--- src/rtl/fifo_pkg.sv ---
// Shared sizing helpers for sync_fifo_prog: depth/pointer-width derivation and
// threshold legality used by the top-level elaboration check.
package fifo_pkg;

  function automatic int fifo_depth(input int addrsize);
    return 2 ** addrsize;
  endfunction

  // One extra wrap bit distinguishes full from empty when the pointers are equal.
  function automatic int ptr_width(input int addrsize);
    return addrsize + 1;
  endfunction

  function automatic bit levels_legal(input int addrsize, input int af, input int ae);
    return (af >= 0) && (af < fifo_depth(addrsize)) &&
           (ae >= 0) && (ae < fifo_depth(addrsize));
  endfunction

endpackage

--- src/rtl/fifo_dpram.sv ---
// DATESIZE x DEPTH register array: one synchronous write port and one
// combinational read address; the top decides whether the read is registered.
module fifo_dpram
  import fifo_pkg::*;
#(
  parameter int DATESIZE = 8,
  parameter int ADDRSIZE = 3
) (
  input  logic                clk,
  input  logic                we,
  input  logic [ADDRSIZE-1:0] waddr,
  input  logic [DATESIZE-1:0] wdata,
  input  logic [ADDRSIZE-1:0] raddr,
  output logic [DATESIZE-1:0] rdata
);

  localparam int DEPTH = fifo_depth(ADDRSIZE);

  logic [DATESIZE-1:0] mem [DEPTH];

  // Storage is intentionally left unreset.
  always_ff @(posedge clk) begin
    if (we) mem[waddr] <= wdata;
  end

  assign rdata = mem[raddr];

endmodule

--- src/rtl/sync_fifo_prog.sv ---
// Single-clock FIFO with programmable almost-full/empty levels, occupancy count,
// sticky overflow/underflow and synchronous flush. SYNC_FIFO_FWFT_EN selects first-word-fall-through.
module sync_fifo_prog
  import fifo_pkg::*;
#(
  parameter int DATESIZE = 8,
  parameter int ADDRSIZE = 3,
  parameter int AF_LEVEL = 2,
  parameter int AE_LEVEL = 2
) (
  input  logic                clk,
  input  logic                rstn,
  input  logic                flush,
  input  logic [DATESIZE-1:0] wdata,
  input  logic                winc,
  input  logic                rinc,
  output logic [DATESIZE-1:0] rdata,
  output logic                wfull,
  output logic                rempty,
  output logic                almost_full,
  output logic                almost_empty,
  output logic [ADDRSIZE:0]   count,
  output logic                overflow,
  output logic                underflow
);

  localparam int DEPTH = fifo_depth(ADDRSIZE);
  localparam int PW    = ptr_width(ADDRSIZE);
  localparam logic [PW-1:0] DEPTH_C = PW'(DEPTH);
  localparam logic [PW-1:0] AF_THR  = PW'(DEPTH - AF_LEVEL);
  localparam logic [PW-1:0] AE_THR  = PW'(AE_LEVEL);
  localparam logic          AF_RST  = (AF_LEVEL >= DEPTH);

  if (!levels_legal(ADDRSIZE, AF_LEVEL, AE_LEVEL)) begin : g_bad_levels
    $error("sync_fifo_prog: AF_LEVEL/AE_LEVEL must lie in 0..DEPTH-1");
  end

  logic [PW-1:0]       wptr, rptr, count_nxt;
  logic                wr_acc, rd_acc;
  logic [DATESIZE-1:0] rd_word;

  // Flush wins over both requests, so nothing moves and no error is raised.
  assign wr_acc    = winc && !wfull  && !flush;
  assign rd_acc    = rinc && !rempty && !flush;
  assign count_nxt = flush ? '0 : count + PW'(wr_acc) - PW'(rd_acc);

  fifo_dpram #(.DATESIZE(DATESIZE), .ADDRSIZE(ADDRSIZE)) u_ram (
    .clk   (clk),
    .we    (wr_acc),
    .waddr (wptr[ADDRSIZE-1:0]),
    .wdata (wdata),
    .raddr (rptr[ADDRSIZE-1:0]),
    .rdata (rd_word)
  );

  always_ff @(posedge clk or negedge rstn) begin
    if (!rstn) begin
      wptr         <= '0;
      rptr         <= '0;
      count        <= '0;
      wfull        <= 1'b0;
      rempty       <= 1'b1;
      almost_full  <= AF_RST;
      almost_empty <= 1'b1;
      overflow     <= 1'b0;
      underflow    <= 1'b0;
    end else begin
      wptr         <= flush ? '0 : wptr + PW'(wr_acc);
      rptr         <= flush ? '0 : rptr + PW'(rd_acc);
      count        <= count_nxt;
      wfull        <= (count_nxt == DEPTH_C);
      rempty       <= (count_nxt == '0);
      almost_full  <= (count_nxt >= AF_THR);
      almost_empty <= (count_nxt <= AE_THR);
      overflow     <= !flush && (overflow  || (winc && wfull));
      underflow    <= !flush && (underflow || (rinc && rempty));
    end
  end

`ifdef SYNC_FIFO_FWFT_EN
  assign rdata = rd_word;
`else
  always_ff @(posedge clk or negedge rstn) begin
    if (!rstn)       rdata <= '0;
    else if (rd_acc) rdata <= rd_word;
  end
`endif

endmodule

--- config.mk ---
export PLATFORM = sky130hd
export DESIGN_NAME = sync_fifo_prog
export DESIGN_NICKNAME = d
export VERILOG_FILES = /design/src/rtl/fifo_pkg.sv /design/src/rtl/fifo_dpram.sv /design/src/rtl/sync_fifo_prog.sv
export SDC_FILE = /design/constraint.sdc
export NUM_CORES = 1
export LEC_CHECK = 0
export ABC_AREA = 1
export BUFFER_PORTS_ARGS = -buffer_cell sky130_fd_sc_hd__buf_2
export CORE_UTILIZATION = 50
export DETAILED_ROUTE_END_ITERATION = 7
export PLACE_DENSITY_LB_ADDON = 0.1
export SLEW_MARGIN = 25
export SYNTH_ARGS = -nofsm -noshare
export SYNTH_HDL_FRONTEND = slang
export SYNTH_SLANG_ARGS = --single-unit
--- constraint.sdc ---
create_clock -name clk -period 1.85 [get_ports clk]
set_input_delay 0.185 -clock clk [delete_from_list [all_inputs] [get_ports clk]]
set_output_delay 0.185 -clock clk [all_outputs]
set_load 0.02 [all_outputs]
==> metrics.csv, run 1 <==
stage,metric,value,unit
status,status,"complete, but fails checks",
status,violations,setup timing,
critical_path,reg2regPathDepth,12,
global_routing,grt.overflow.total,0,
critical_path,rrSetupSlack,-0.09,ns
yosys,synth_area,3840,um2
route,final_antenna_net_count,0,
cts,htree_levels,3,
hold_path,hold_class,primary input to flip-flop,
yosys,synth-main-ff-cell,edfxtp_1,
floorplanning,die_w,89.7,um
sta,skew,0.00702,ns
yosys,yosys_warnings,0,
sta,rsz0062_at_grt,true,
power_and_ir_drop,pwr-share-clk,0.250,
placement,place_hpwl,5260,um
yosys,yosys-top-cells-area,"edfxtp_1, dfrtp_1, nand2_1",
sta,hold-worst-slack,0.115,ns
power_and_ir_drop,seqPwrFrac,0.483,
finish,fillers,629,
finish,multiInputGateArea,1010,um2
placement,dpl.cell_count,522,
finish,seqCellArea,2520,um2
sta,finalSetupTns,-0.218,ns
finish,nets,461,
power_and_ir_drop,pwr-share-comb,0.267,
critical_path,worstSetupPathType,flip-flop to flip-flop,
global_routing,grt_max_degree,33,
yosys,syn_inst,378,
floorplanning,die_area,8040,um2
critical_path,worstSetupStartpointType,flip-flop,
cts,cts_tree,yes,
yosys,avgSynthCellArea,10.2,um2
power_and_ir_drop,p_switching,0.00162,W
route,viasPerCell,4.71,
sta,clock.fmax,514,MHz
global_routing,first_global_vias,2385,
global_routing,grt_pass1_wl,12300,um
hold_path,worstHoldPathCells,1,
power_and_ir_drop,internal_power,0.00345,W
critical_path,cp_max_fo,3,
power_and_ir_drop,vdd_drop_max,634,uV
cts,cts.sinks,88,
route,wl_per_cell,14.8,um
finish,drive_gt1_frac,0.216,
cts,cts_buffers,9,
floorplanning,initial_core_util,0.524,
placement,finalWeightedCongestion,0.862,
global_routing,grt_util_all_layers,0.221,
yosys,synth_nets,399,
sta,finalHoldViolCount,0,
power_and_ir_drop,power_switching_share,0.320,
yosys,yosysTopAreaCell,edfxtp_1,
route,drt_iter0_drc,134,
floorplanning,ios,31,
yosys,synth_edf_count,64,
sta,setup_viol,3,
power_and_ir_drop,power_density,1120,nW/um2
sta,fin_crit,1.94,ns
route,drt_wl_total,8080,um
floorplanning,die_h,89.7,um
critical_path,worst_ep_required_time,2.08,ns
job,cap_viol_max_count,0,
sta,maxSlewHeadroom,0.630,
sta,maxSlewViolCount,0,
yosys,synth-seq-cells,88,
placement,port_buffers,30,
yosys,synth_top_cell_area_share,0.500,
cts,cts_buffer_depth,2,
floorplanning,fp-row-count,31,
finish,fin_cells,544,
yosys,synthTopCellsByCount,"nand2_1, inv_1, edfxtp_1",
finish,area_growth,17.9,%
critical_path,endpoint_kind,flip-flop,
yosys,synth-async-reset-ratio,0.273,
floorplanning,fp.coreArea,7330,um2
finish,diodes,0,
global_routing,antenna_found_initial,0,
sta,post-route-period-util,1.05,
route,drc,0,
cts,clk_pin_slew,0.08,ns
route,first_pass_iters,4,
critical_path,crit_arrival,2.18,ns
sta,worst_pin_slew,0.555,ns
yosys,yosysSeqAreaShare,0.657,
placement,dpl_cell_area,4240,um2
finish,stdcell_area,4530,um2
cts,clockRootBuffer,clkbuf_8,
placement,pre_cts_ws,-0.118,ns
power_and_ir_drop,power_leakage,2.14,nW
yosys,synth.most_common_cell,nand2_1,
route,dr_total_vias,2560,
cts,worstSkewPairLatency,0.34,ns
yosys,yosysUniqueCellTypes,19,
sta,worst_slack,-0.0943,ns
-- area by class of cell --
cell class	instances	share of cell area
clock inverter	3	0.00304
multi-input combinational	206	0.223
inverter	72	0.0613
tap	99	0.0273
sequential	88	0.557
clock buffer	13	0.0398
timing repair buffer	63	0.0884
-- metal layers --
metal  vias up  share of wire  global-route usage
met4         0         0.0050              0.0592
li1       1313              -                   -
met5         -              0                   0
met3         5          0.040              0.0466
met2        44           0.50               0.357
met1      1198           0.46               0.305
-- per-stage QoR --
stage               utilization  power [W]
floorplan                     -    0.00333
global placement          0.578    0.00370
detailed placement        0.578    0.00373
CTS                       0.612    0.00501
global route              0.618    0.00536
finish                    0.618    0.00507
-- cells in the final DEF (no fill, tap or decap), types with 6 or more instances in the layout --
cell type and count:
clkbuf_8 11, nand2_1 113, buf_2 30, nor2_1 17
nand3_1 50, dfrtp_1 22, edfxtp_1 64, inv_1 66
ha_1 6, buf_4 32
-- power by group through the flow --
stage	registers, W	clock network [W]	logic [W]
detailed placement	0.00248	0	0.00125
floorplan	0.00267	0	0.000656
CTS	0.00244	0.00128	0.00129
global route	0.00247	0.00137	0.00152
global placement	0.00248	0	0.00123
finish	0.00245	0.00127	0.00135
-- flip-flops by register name, indices dropped and copies added (netlist names) --
register and flops:
almost_empty 1, almost_full 1, count 4, overflow 1
rdata 8, rempty 1, rptr 3, u_ram.mem 64
underflow 1, wfull 1, wptr 3
-- worst max-delay path, cell delays in order (launching register included) --
cell     delay [ns]
dfstp_2        0.54
inv_2          0.04
nand3_4        0.08
inv_6          0.04
nand2_4        0.06
nand2_4        0.05
ha_4           0.16
fa_2           0.55
inv_2          0.06
a21oi_2        0.12
nor2_2         0.06
inv_1          0.05
nor2_1         0.03
-- kinds of logic (layout without fill, tap and decap cells) --
group                      count (synthesis)  after routing  share of synthesized area
xor gates and xnor gates                   1              1                    0.00228
and+or+nand+nor                          190            190                      0.205
DFF                                       88             88                      0.657
adders and majority gates                  8              8                     0.0280
buffers and inverters                     84            151                     0.0984
AOI/OAI and AO/OA                          7              7                    0.00912
-- final timing paths --
| path | from | end |
|---|---|---|
| worst max register to register | rempty$_DFF_PN1_ | wfull$_DFF_PN0_ |
| max in group asynchronous | rstn | almost_empty$_DFF_PN1_ |
| worst min register to register | rdata[7]$_DFFE_PN0P_ | rdata[7]$_DFFE_PN0P_ |
| min in group asynchronous | rstn | rdata[6]$_DFFE_PN0P_ |
| worst min-delay path | wdata[3] | u_ram.mem[6][3]$_DFFE_PP_ |
| worst max-delay path | rempty$_DFF_PN1_ | wfull$_DFF_PN0_ |
-- what timing repair did --
action,CTS,global route
endpoints found under the setup margin,4,4
setup buffers,4,1
hold endpoints to repair,22,0
gates resized for setup,3,10
hold buffers,1,0
pin swaps,6,6
No activity file was read; power rests on OpenSTA's default activity.
==> run 2, diff against run 1 <==
--- a/config.mk
+++ b/config.mk
@@ -8,6 +8,7 @@
 export ABC_AREA = 1
 export BUFFER_PORTS_ARGS = -buffer_cell sky130_fd_sc_hd__buf_2
 export CORE_UTILIZATION = 50
+export CTS_BUF_LIST = sky130_fd_sc_hd__clkbuf_4
 export DETAILED_ROUTE_END_ITERATION = 7
 export PLACE_DENSITY_LB_ADDON = 0.1
 export SLEW_MARGIN = 25
==> run 2 against run 1 <==
The run still ends with setup timing left. Non-clock buffer count up 1. Global-route usage up 0.30 points. Sequential share of layout area up 0.72 points. Combinational power about the same. Final area down 1.3%. Critical path depth unchanged.
==> metrics.csv, run 2 (same netlist as run 1, synthesis figures left out) <==
stage,metric,value,unit,change
status,status,"complete, but fails checks",,
status,violations,setup timing,,
finish,top_register,u_ram.mem,,
critical_path,endpoint_kind,flip-flop,,
critical_path,crit_arrival,2.27,ns,+0.09 ns
cts,cts_buffers,9,,unchanged
route,drc,0,,unchanged
power_and_ir_drop,power_leakage,2.12,nW,-0.92%
global_routing,grt.overflow.total,0,,unchanged
sta,worst_slack,-0.0904,ns,+0.00395 ns
placement,place_hpwl,5260,um,unchanged
floorplanning,ios,31,,unchanged
sta,fin_crit,1.94,ns,-0.00395 ns
sta,worst_pin_slew,0.557,ns,+0.00242 ns
floorplanning,fp-row-count,31,,unchanged
global_routing,grt_pass1_wl,12300,um,+0.51%
route,dr_total_vias,2573,,+0.51%
sta,hold-worst-slack,0.0221,ns,-0.0926 ns
cts,clockRootBuffer,clkbuf_4,,
cts,clk_pin_slew,0.13,ns,+0.05 ns
finish,diodes,0,,unchanged
critical_path,worstSetupPathType,flip-flop to flip-flop,,
placement,finalWeightedCongestion,0.862,,unchanged
power_and_ir_drop,power_density,1080,nW/um2,-3.8%
finish,nets,462,,+0.22%
route,drt_iter0_drc,140,,+4.5%
cts,cts_tree,yes,,
critical_path,worstSetupStartpointType,flip-flop,,
floorplanning,die_w,89.7,um,unchanged
global_routing,antenna_found_initial,0,,unchanged
route,first_pass_iters,4,,unchanged
cts,cts.sinks,88,,unchanged
sta,maxSlewHeadroom,0.628,,-0.00161
finish,largest_reg_flops,64,,unchanged
floorplanning,fp.coreArea,7330,um2,unchanged
placement,pre_cts_ws,-0.118,ns,unchanged
sta,setup_viol,3,,unchanged
sta,maxSlewViolCount,0,,unchanged
critical_path,cp_top_family,adder cells,,
critical_path,cpMaxStageDelayCell,dfstp_2,,
sta,skew,0.0135,ns,+0.00644 ns
route,viasPerCell,4.72,,+0.32%
critical_path,worst_ep_required_time,2.18,ns,+0.10 ns
sta,finalHoldViolCount,0,,unchanged
critical_path,cp_max_fo,3,,unchanged
global_routing,grt_max_degree,33,,unchanged
sta,post-route-period-util,1.05,,-0.00213
critical_path,path_buf_inv,4,,unchanged
sta,rsz0062_at_grt,true,,
finish,fillers,638,,+1.4%
critical_path,max_stage_delay,0.55,ns,about the same
placement,port_buffers,30,,unchanged
cts,htree_levels,3,,unchanged
job,cap_viol_max_count,0,,unchanged
finish,area_growth,16.4,%,
critical_path,cp_cell_sequence,inv_2 > nand3_4 > inv_6 > nand2_4 > nand2_4 > ha_4 > fa_2 > inv_2 > a21oi_2 > nor2_2 > inv_1 > nor2_1,,
finish,post-route-util,0.610,,-0.00785
floorplanning,die_area,8040,um2,unchanged
hold_path,hold_class,primary input to flip-flop,,
placement,dpl.cell_count,522,,unchanged
cts,cts_buffer_depth,2,,unchanged
cts,worstSkewPairLatency,0.43,ns,+0.09 ns
global_routing,first_global_vias,2397,,+0.50%
sta,clock.fmax,515,MHz,+0.20%
floorplanning,initial_core_util,0.524,,unchanged
route,wl_per_cell,14.7,um,-1.2%
finish,reg_top3,"u_ram.mem: 64 flops, rdata: 8 flops, count: 4 flops",,
route,drt_wl_total,7990,um,-1.1%
route,final_antenna_net_count,0,,unchanged
floorplanning,die_h,89.7,um,unchanged
finish,drive_gt1_frac,0.217,,+0.00176
global_routing,grt_util_all_layers,0.224,,+0.00298
power_and_ir_drop,vdd_drop_max,649,uV,+2.3%
finish,fin_cells,545,,+0.18%
finish,final_cell_mix,"nand2_1, inv_1, edfxtp_1, nand3_1, buf_4",,
finish,layout_commonest_cell,nand2_1,,
-- run 2: cell types whose count changed in the layout (fill, tap and decap cells not counted) --
cell           delta
inv_2             +2
clkbuf_1          -1
bufinv_16         +1
clkbuf_16         -1
clkbuf_4         +10
dlygate4sd3_1     +1
clkbuf_8         -11
-- run 2: where the power goes --
group	switching (W)	internal [W]	total, W
Sequential	0.000112	0.00233	0.00244
Combinational	0.000864	0.000479	0.00134
Clock	0.000613	0.000413	0.00103
Total	0.00159	0.00322	0.00481
-- run 2: worst reg2reg max path: cells and delay by family, from the launching register on --
kind / cells / cell delay (ns)
AOI/OAI and AO/OA: 1 / 0.14
and+or+nand+nor: 5 / 0.27
adders and majority gates: 2 / 0.70
buffers and inverters: 4 / 0.19
DFF: 1 / 0.55
-- run 2: timing repair --
item	4_1_cts	5_1_grt
endpoints found under the hold margin	22	1
resized for setup	5	8
hold buffers	1	1
pin swaps	6	5
endpoints found under the setup margin	4	6
buffers inserted	4	1
-- run 2: per-stage QoR --
stage / cell area (um2) / setup TNS [ns] / total power (W)
after global routing: 4470 / -0.404 / 0.00511
after global placement: 4240 / -0.160 / 0.00370
after CTS: 4430 / -0.257 / 0.00478
final: 4470 / -0.185 / 0.00481
after floorplan: 3870 / -0.527 / 0.00333
after detailed placement: 4240 / -0.344 / 0.00373
-- run 2: final cells by class --
| type | instances | area (um2) | area share |
|---|---|---|---|
| sequential | 88 | 2520 | 0.564 |
| multi-input combinational | 206 | 1010 | 0.226 |
| timing repair buffer | 64 | 410 | 0.0917 |
| inverter | 72 | 278 | 0.0621 |
| tap | 99 | 124 | 0.0277 |
| clock buffer | 10 | 75.1 | 0.0168 |
| clock inverter | 6 | 51.3 | 0.0115 |
-- run 2: final timing paths --
path | startpoint | endpoint | slack [ns] | cells past startpoint
max | rempty$_DFF_PN1_ | wfull$_DFF_PN0_ | -0.09 | 12
max in group asynchronous | rstn | almost_empty$_DFF_PN1_ | 1.20 | 2
max reg2reg | rempty$_DFF_PN1_ | wfull$_DFF_PN0_ | -0.09 | 12
min reg2reg | rdata[2]$_DFFE_PN0P_ | rdata[2]$_DFFE_PN0P_ | 0.49 | 2
min in group asynchronous | rstn | rdata[6]$_DFFE_PN0P_ | 0.25 | 2
min | wdata[5] | u_ram.mem[3][5]$_DFFE_PP_ | 0.02 | 1
-- run 2: routing by layer --
layer	routed length (um)	share of wire	track usage
met5	0	0	0
met4	131	0.016	0.0851
met3	298	0.037	0.0411
met2	3880	0.49	0.356
met1	3680	0.46	0.308
